$ cat src/rtl/axi_ic_pkg.sv
// Shared AXI interconnect definitions.
// Used by both the write and read arbiters.
package axi_ic_pkg;

  localparam int DEF_LEN_W = 8;

  typedef enum logic [1:0] {
    ST_IDLE = 2'd0,
    ST_ADDR = 2'd1,
    ST_DATA = 2'd2,
    ST_RESP = 2'd3
  } state_e;

  localparam logic M0 = 1'b0;
  localparam logic M1 = 1'b1;

endpackage

$ cat src/rtl/axi_wr_arbiter_if.sv
// Arbiter-side view of the write channel.
// slave: the arbiter; master: whoever drives requests.
interface axi_wr_arbiter_if #(
  parameter int LEN_W = 8
) ();

  logic             m0_awvalid;
  logic [LEN_W-1:0] m0_awlen;
  logic             m1_awvalid;
  logic [LEN_W-1:0] m1_awlen;
  logic             s_awready;
  logic             s_wvalid;
  logic             s_wready;
  logic             s_wlast;
  logic             s_bvalid;
  logic             s_bready;

  logic m0_gnt;
  logic m1_gnt;
  logic sel;
  logic aw_en;
  logic w_en;
  logic b_en;
  logic busy;
  logic len_err;

  modport slave (
    input  m0_awvalid, m0_awlen,
    input  m1_awvalid, m1_awlen,
    input  s_awready,
    input  s_wvalid, s_wready, s_wlast,
    input  s_bvalid, s_bready,
    output m0_gnt, m1_gnt, sel,
    output aw_en, w_en, b_en,
    output busy, len_err
  );

  modport master (
    output m0_awvalid, m0_awlen,
    output m1_awvalid, m1_awlen,
    output s_awready,
    output s_wvalid, s_wready, s_wlast,
    output s_bvalid, s_bready,
    input  m0_gnt, m1_gnt, sel,
    input  aw_en, w_en, b_en,
    input  busy, len_err
  );

endinterface

$ cat src/rtl/axi_wr_arbiter_rr_pick2.sv
// Two-requester round-robin selector.
// On contention the requester that did not win last time is chosen.
module rr_pick2
  import axi_ic_pkg::*;
(
  input  logic [1:0] req_i,
  input  logic       rr_last_i,
  output logic       gnt_idx_o,
  output logic       any_o
);

  assign any_o = |req_i;

  always_comb begin
    gnt_idx_o = M0;
    unique case (1'b1)
      (req_i == 2'b11): gnt_idx_o = ~rr_last_i;
      (req_i == 2'b10): gnt_idx_o = M1;
      default:          gnt_idx_o = M0;
    endcase
  end

endmodule

$ cat src/rtl/axi_wr_arbiter.sv
// Two-master AXI write arbiter: holds grant AW..B,
// rotates priority and checks W beats against AWLEN.
module axi_wr_arbiter
  import axi_ic_pkg::*;
#(
  parameter int LEN_W = 8
) (
  input  logic                ACLK,
  input  logic                ARESET,
  axi_wr_arbiter_if.slave     bus
);

  state_e           state_q, state_d;
  logic             sel_q, sel_d;
  logic [LEN_W-1:0] len_q, len_d;
  logic [LEN_W-1:0] cnt_q, cnt_d;
  logic             rr_q, rr_d;
  logic             err_q, err_d;

  logic pick;
  logic any;
  logic beat;

  rr_pick2 u_pick (
    .req_i     ({bus.m1_awvalid, bus.m0_awvalid}),
    .rr_last_i (rr_q),
    .gnt_idx_o (pick),
    .any_o     (any)
  );

  assign beat = bus.s_wvalid & bus.s_wready;

  always_comb begin
    state_d = state_q;
    sel_d   = sel_q;
    len_d   = len_q;
    cnt_d   = cnt_q;
    rr_d    = rr_q;
    err_d   = err_q;
    unique case (state_q)
      ST_IDLE: begin
        if (any) begin
          sel_d   = pick;
          len_d   = pick ? bus.m1_awlen : bus.m0_awlen;
          state_d = ST_ADDR;
        end
      end
      ST_ADDR: begin
        if (bus.s_awready) begin
          cnt_d   = '0;
          state_d = ST_DATA;
        end
      end
      ST_DATA: begin
        if (beat) begin
          if (cnt_q != '1) cnt_d = cnt_q + 1'b1;
          if (bus.s_wlast) begin
            if (cnt_q != len_q) err_d = 1'b1;
            state_d = ST_RESP;
          end else if (cnt_q == len_q) begin
            // the beat that should have been last lacked WLAST
            err_d = 1'b1;
          end
        end
      end
      ST_RESP: begin
        if (bus.s_bvalid & bus.s_bready) begin
          rr_d    = sel_q;
          state_d = ST_IDLE;
        end
      end
      default: state_d = ST_IDLE;
    endcase
  end

  always_ff @(posedge ACLK) begin
    if (ARESET) begin
      state_q <= ST_IDLE;
      sel_q   <= M0;
      len_q   <= '0;
      cnt_q   <= '0;
      rr_q    <= M1;
      err_q   <= 1'b0;
    end else begin
      state_q <= state_d;
      sel_q   <= sel_d;
      len_q   <= len_d;
      cnt_q   <= cnt_d;
      rr_q    <= rr_d;
      err_q   <= err_d;
    end
  end

  assign bus.busy    = (state_q != ST_IDLE);
  assign bus.sel     = bus.busy & sel_q;
  assign bus.m0_gnt  = bus.busy & ~sel_q;
  assign bus.m1_gnt  = bus.busy & sel_q;
  assign bus.aw_en   = (state_q == ST_ADDR);
  assign bus.w_en    = (state_q == ST_DATA);
  assign bus.b_en    = (state_q == ST_RESP);
  assign bus.len_err = err_q;

endmodule
$ cat src/flat_wrapper.sv
// flat-port wrapper written by rule: the top's interface ports become plain ports
module axi_wr_arbiter_flat import axi_ic_pkg::*;
#(
  parameter int LEN_W = 8
)
  (ACLK, ARESET, bus_m0_awvalid, bus_m0_awlen, bus_m1_awvalid, bus_m1_awlen, bus_s_awready, bus_s_wvalid, bus_s_wready, bus_s_wlast, bus_s_bvalid, bus_s_bready, bus_m0_gnt, bus_m1_gnt, bus_sel, bus_aw_en, bus_w_en, bus_b_en, bus_busy, bus_len_err);
  axi_wr_arbiter_if #(.LEN_W(LEN_W)) bus_i ();
  input  logic ACLK;
  input  logic ARESET;
  input wire logic [$bits(bus_i.m0_awvalid)-1:0] bus_m0_awvalid;
  input wire logic [$bits(bus_i.m0_awlen)-1:0] bus_m0_awlen;
  input wire logic [$bits(bus_i.m1_awvalid)-1:0] bus_m1_awvalid;
  input wire logic [$bits(bus_i.m1_awlen)-1:0] bus_m1_awlen;
  input wire logic [$bits(bus_i.s_awready)-1:0] bus_s_awready;
  input wire logic [$bits(bus_i.s_wvalid)-1:0] bus_s_wvalid;
  input wire logic [$bits(bus_i.s_wready)-1:0] bus_s_wready;
  input wire logic [$bits(bus_i.s_wlast)-1:0] bus_s_wlast;
  input wire logic [$bits(bus_i.s_bvalid)-1:0] bus_s_bvalid;
  input wire logic [$bits(bus_i.s_bready)-1:0] bus_s_bready;
  output wire logic [$bits(bus_i.m0_gnt)-1:0] bus_m0_gnt;
  output wire logic [$bits(bus_i.m1_gnt)-1:0] bus_m1_gnt;
  output wire logic [$bits(bus_i.sel)-1:0] bus_sel;
  output wire logic [$bits(bus_i.aw_en)-1:0] bus_aw_en;
  output wire logic [$bits(bus_i.w_en)-1:0] bus_w_en;
  output wire logic [$bits(bus_i.b_en)-1:0] bus_b_en;
  output wire logic [$bits(bus_i.busy)-1:0] bus_busy;
  output wire logic [$bits(bus_i.len_err)-1:0] bus_len_err;
  assign bus_i.m0_awvalid = bus_m0_awvalid;
  assign bus_i.m0_awlen = bus_m0_awlen;
  assign bus_i.m1_awvalid = bus_m1_awvalid;
  assign bus_i.m1_awlen = bus_m1_awlen;
  assign bus_i.s_awready = bus_s_awready;
  assign bus_i.s_wvalid = bus_s_wvalid;
  assign bus_i.s_wready = bus_s_wready;
  assign bus_i.s_wlast = bus_s_wlast;
  assign bus_i.s_bvalid = bus_s_bvalid;
  assign bus_i.s_bready = bus_s_bready;
  assign bus_m0_gnt = bus_i.m0_gnt;
  assign bus_m1_gnt = bus_i.m1_gnt;
  assign bus_sel = bus_i.sel;
  assign bus_aw_en = bus_i.aw_en;
  assign bus_w_en = bus_i.w_en;
  assign bus_b_en = bus_i.b_en;
  assign bus_busy = bus_i.busy;
  assign bus_len_err = bus_i.len_err;
  axi_wr_arbiter #(.LEN_W(LEN_W)) u_core (.ACLK(ACLK), .ARESET(ARESET), .bus(bus_i));
endmodule
$ cat config.mk
export PLATFORM = sky130hd
export DESIGN_NAME = axi_wr_arbiter_flat
export DESIGN_NICKNAME = d
export VERILOG_FILES = /design/src/rtl/axi_ic_pkg.sv /design/src/rtl/axi_wr_arbiter_if.sv /design/src/rtl/axi_wr_arbiter_rr_pick2.sv /design/src/rtl/axi_wr_arbiter.sv /design/src/flat_wrapper.sv
export SDC_FILE = /design/constraint.sdc
export NUM_CORES = 1
export LEC_CHECK = 0
export ABC_AREA = 1
export CORE_MARGIN = 1
export CORE_UTILIZATION = 50
export CTS_CLUSTER_DIAMETER = 80
export DETAILED_ROUTE_END_ITERATION = 8
export GPL_TIMING_DRIVEN = 0
export PLACE_DENSITY = 0.92
export SYNTH_ARGS = -nofsm -noshare
export SYNTH_HDL_FRONTEND = slang
export SYNTH_SLANG_ARGS = --single-unit
$ cat constraint.sdc
create_clock -name ACLK -period 2.78 [get_ports ACLK]
set_input_delay 0.417 -clock ACLK [delete_from_list [all_inputs] [get_ports ACLK]]
set_output_delay 0.417 -clock ACLK [all_outputs]
set_load 0.005 [all_outputs]
==> flow_metrics.py <==
metrics = {
    "yosys": {
        "synth-edff-count": 0,
        "synthFlopType": "dfxtp_1",
        "synth.top_cells.by_area": "dfxtp_1 34%, nand2_1 16%, inv_1 9.1%",
        "synthAdderAreaFrac_pct": 5.06,
        "syn_nets": 216,
        "muxShareOfSynthArea_pct": 0,
        "synth_top_family_by_area": "simple AND/OR/NAND/NOR gates",
        "ys_seq_elements": 21,
        "async_flop_share_pct": 0,
        "synth_top_area_cell": "dfxtp_1",
        "synth_compound_area_share_pct": 18.2,
        "synth_warnings": 0,
        "ys_top_cells_by_count": "53 x nand2_1, 30 x inv_1, 21 x dfxtp_1",
        "netlist_area_sq_um": 1240,
        "synth_cells": 185,
        "synth-simple-area-share_pct": 28.8,
        "ys_types": 25,
        "avgSynthCellArea_sq_um": 6.68,
        "ys_seq_area_share_pct": 34.0,
        "synth-xor-area-share_pct": 2.83,
        "yosysMostFrequentCell": "nand2_1",
        "synth_top_area_share_pct": 34.0,
    },
    "clock_network": {
        "ctsHoldBuffers": 0,
        "cts_buffers": 3,
        "post_cts_resized": 0,
        "cts_num_sinks": 21,
        "cts_tree": "done",
        "cts.clk_slew.worst_paths_ns": 0.12,
        "max-clock-path-buffers": 2,
        "cts_setup_buffers": 0,
        "clk-insertion-delay-late_ns": 0.30,
        "cts_max_level": 1,
        "clk_root_buffer_cell": "clkbuf_4",
    },
    "placement": {
        "place_inst": 246,
        "place_hpwl_um": 2220,
        "portBuffers": 33,
        "place_congestion": 0.824,
    },
    "die": {
        "ios": 34,
        "coreArea_sq_um": 2280,
        "die-area_sq_um": 2670,
        "start_util_pct": 54.3,
        "num_rows": 17,
        "die_w_um": 51.7,
        "dieHeight_um": 51.7,
    },
    "status": {
        "outcome": "finished, final reports clean",
    },
    "drt": {
        "drc_errors": 0,
        "ant_nets": 0,
        "drt-pass1-iter-count": 4,
        "wirelength_um": 2690,
        "first_iter_violations": 18,
        "vias": 1301,
        "post_drt_wl_per_cell_um": 10.7,
        "routed_via_density": 5.20,
    },
    "power": {
        "p_per_area_nw_per_um2": 701,
        "ir_drop_mv": 0.474,
        "leakagePower_nw": 0.672,
    },
    "grt": {
        "grt_max_degree": 13,
        "grt_pass1_vias": 1121,
        "overflow": 0,
        "antenna_found_initial": 0,
        "grt_pass1_wl_um": 4440,
        "grt_usage_pct": 21.9,
    },
    "sta": {
        "skew_ns": 0.00195,
        "whs_ns": 0.456,
        "hold_viol": 0,
        "tns_ns": 0,
        "fin_crit_sh_pct": 79.5,
        "max_slew.worst_pin.slew_ns": 0.689,
        "grt_setup_unrepaired": "false",
        "period_minus_slack_ns": 2.21,
        "maxSlewViolCount": 0,
        "finalSetupViolations": 0,
        "fmax_mhz": 453,
        "max_slew_margin_pct": 54.1,
    },
    "hold_path": {
        "hold_path.class": "flip-flop to flip-flop",
    },
    "setup_path": {
        "crit_path_max_fanout": 6,
        "crit_required_ns": 2.36,
        "crit_type": "flip-flop to primary output",
        "cp_data_arrival_time_ns": 1.79,
        "cp-start-kind": "flip-flop",
        "crit_path_end_kind": "primary output",
    },
    "layout": {
        "final_layout_size_suffix_gt1_share_pct": 7.21,
        "stdcell_count": 250,
        "n_antenna_cell": 0,
        "post-route-util_pct": 71.6,
        "syn_to_final_growth_pct": 31.8,
        "final_nets": 254,
    },
    "flow_run": {
        "drv_cap": 0,
    },
}
-- logic make-up (layout without fill, tap and decap cells) --
group / count (synthesis) / count (layout)
AND/OR/NAND/NOR: 83 / 83
adder cells (fa/ha/maj): 5 / 5
AO/OA/AOI/OAI: 39 / 39
XOR/XNOR: 4 / 4
flip-flops: 21 / 21
buffers and inverters: 33 / 70
-- worst paths after layout --
kind	cells after the start	slack, ns	end	start
max	5	0.57	bus_sel	u_core.state_q[0]
min	2	0.46	u_core.bus.len_err	u_core.bus.len_err
max reg2reg	9	0.98	u_core.cnt_q[4]	u_core.state_q[0]
min reg2reg	2	0.46	u_core.bus.len_err	u_core.bus.len_err
-- metrics by stage --
stage / instance area [sq um] / power (mW) / setup WS (ns)
floorplan: 1240 / 0.788 / 1.24
global placement: 1600 / 0.982 / 0.707
detailed placement: 1600 / 1.00 / 0.654
CTS: 1630 / 1.15 / 0.553
global route: 1630 / 1.24 / 0.429
finish: 1630 / 1.14 / 0.570
-- cell usage in the layout (no fill, tap or decap) --
| master | instances |
|---|---|
| clkdlybuf4s50_1 | 33 |
| nand4_1 | 3 |
| inv_1 | 30 |
| nand2_1 | 53 |
| buf_4 | 1 |
| nand3_2 | 1 |
| a21boi_2 | 1 |
| o21ai_0 | 14 |
| nor3b_1 | 1 |
| nand2_2 | 3 |
| dfxtp_1 | 21 |
| ha_1 | 5 |
| clkbuf_4 | 3 |
| o21ai_1 | 2 |
| a31oi_1 | 9 |
| buf_2 | 1 |
| nor2_1 | 12 |
| a211oi_1 | 1 |
| a21oi_1 | 9 |
| nor2_4 | 1 |
| o21bai_1 | 1 |
| xnor2_1 | 4 |
| nor3_1 | 2 |
| nand3_1 | 6 |
| clkinv_2 | 1 |
| buf_6 | 1 |
| a21oi_2 | 2 |
| nor2_2 | 1 |
-- cell type report --
cell class,instances,area [sq um]
inverters,30,113
fillers,186,647
repair buffers,33,330
clock buffers,3,22.5
clock inverters,1,5.00
plain buffers,3,23.8
flip-flops and latches,21,420
well taps,28,35.0
multi-input cells,131,679
-- critical path, stage by stage, from the launching register on --
cell	delay (ns)
dfxtp_1	0.37
inv_1	0.09
ha_1	0.27
nor2_1	0.15
buf_4	0.12
clkdlybuf4s50_1	0.48
-- flip-flops by register name, indices dropped and copies added, names as in the netlist --
signal	cells
u_core.bus.len_err	1
u_core.cnt_q	8
u_core.len_q	8
u_core.rr_q	1
u_core.sel_q	1
u_core.state_q	2
-- per-layer routing --
metal | GRT usage, % | vias to the layer above | routed length [um]
li1 | - | 671 | -
met1 | 25.8 | 584 | 1180
met2 | 40.3 | 39 | 1340
met3 | 4.39 | 7 | 136
met4 | 5.41 | 0 | 31
met5 | 0 | - | 0
-- report_power, final --
group	total (mW)	switching [mW]	internal, mW
clock network	0.148	0.0938	0.0537
registers	0.415	0.0486	0.366
logic	0.580	0.311	0.269
total	1.14	0.454	0.689
Power figures use the tool's default switching activity.
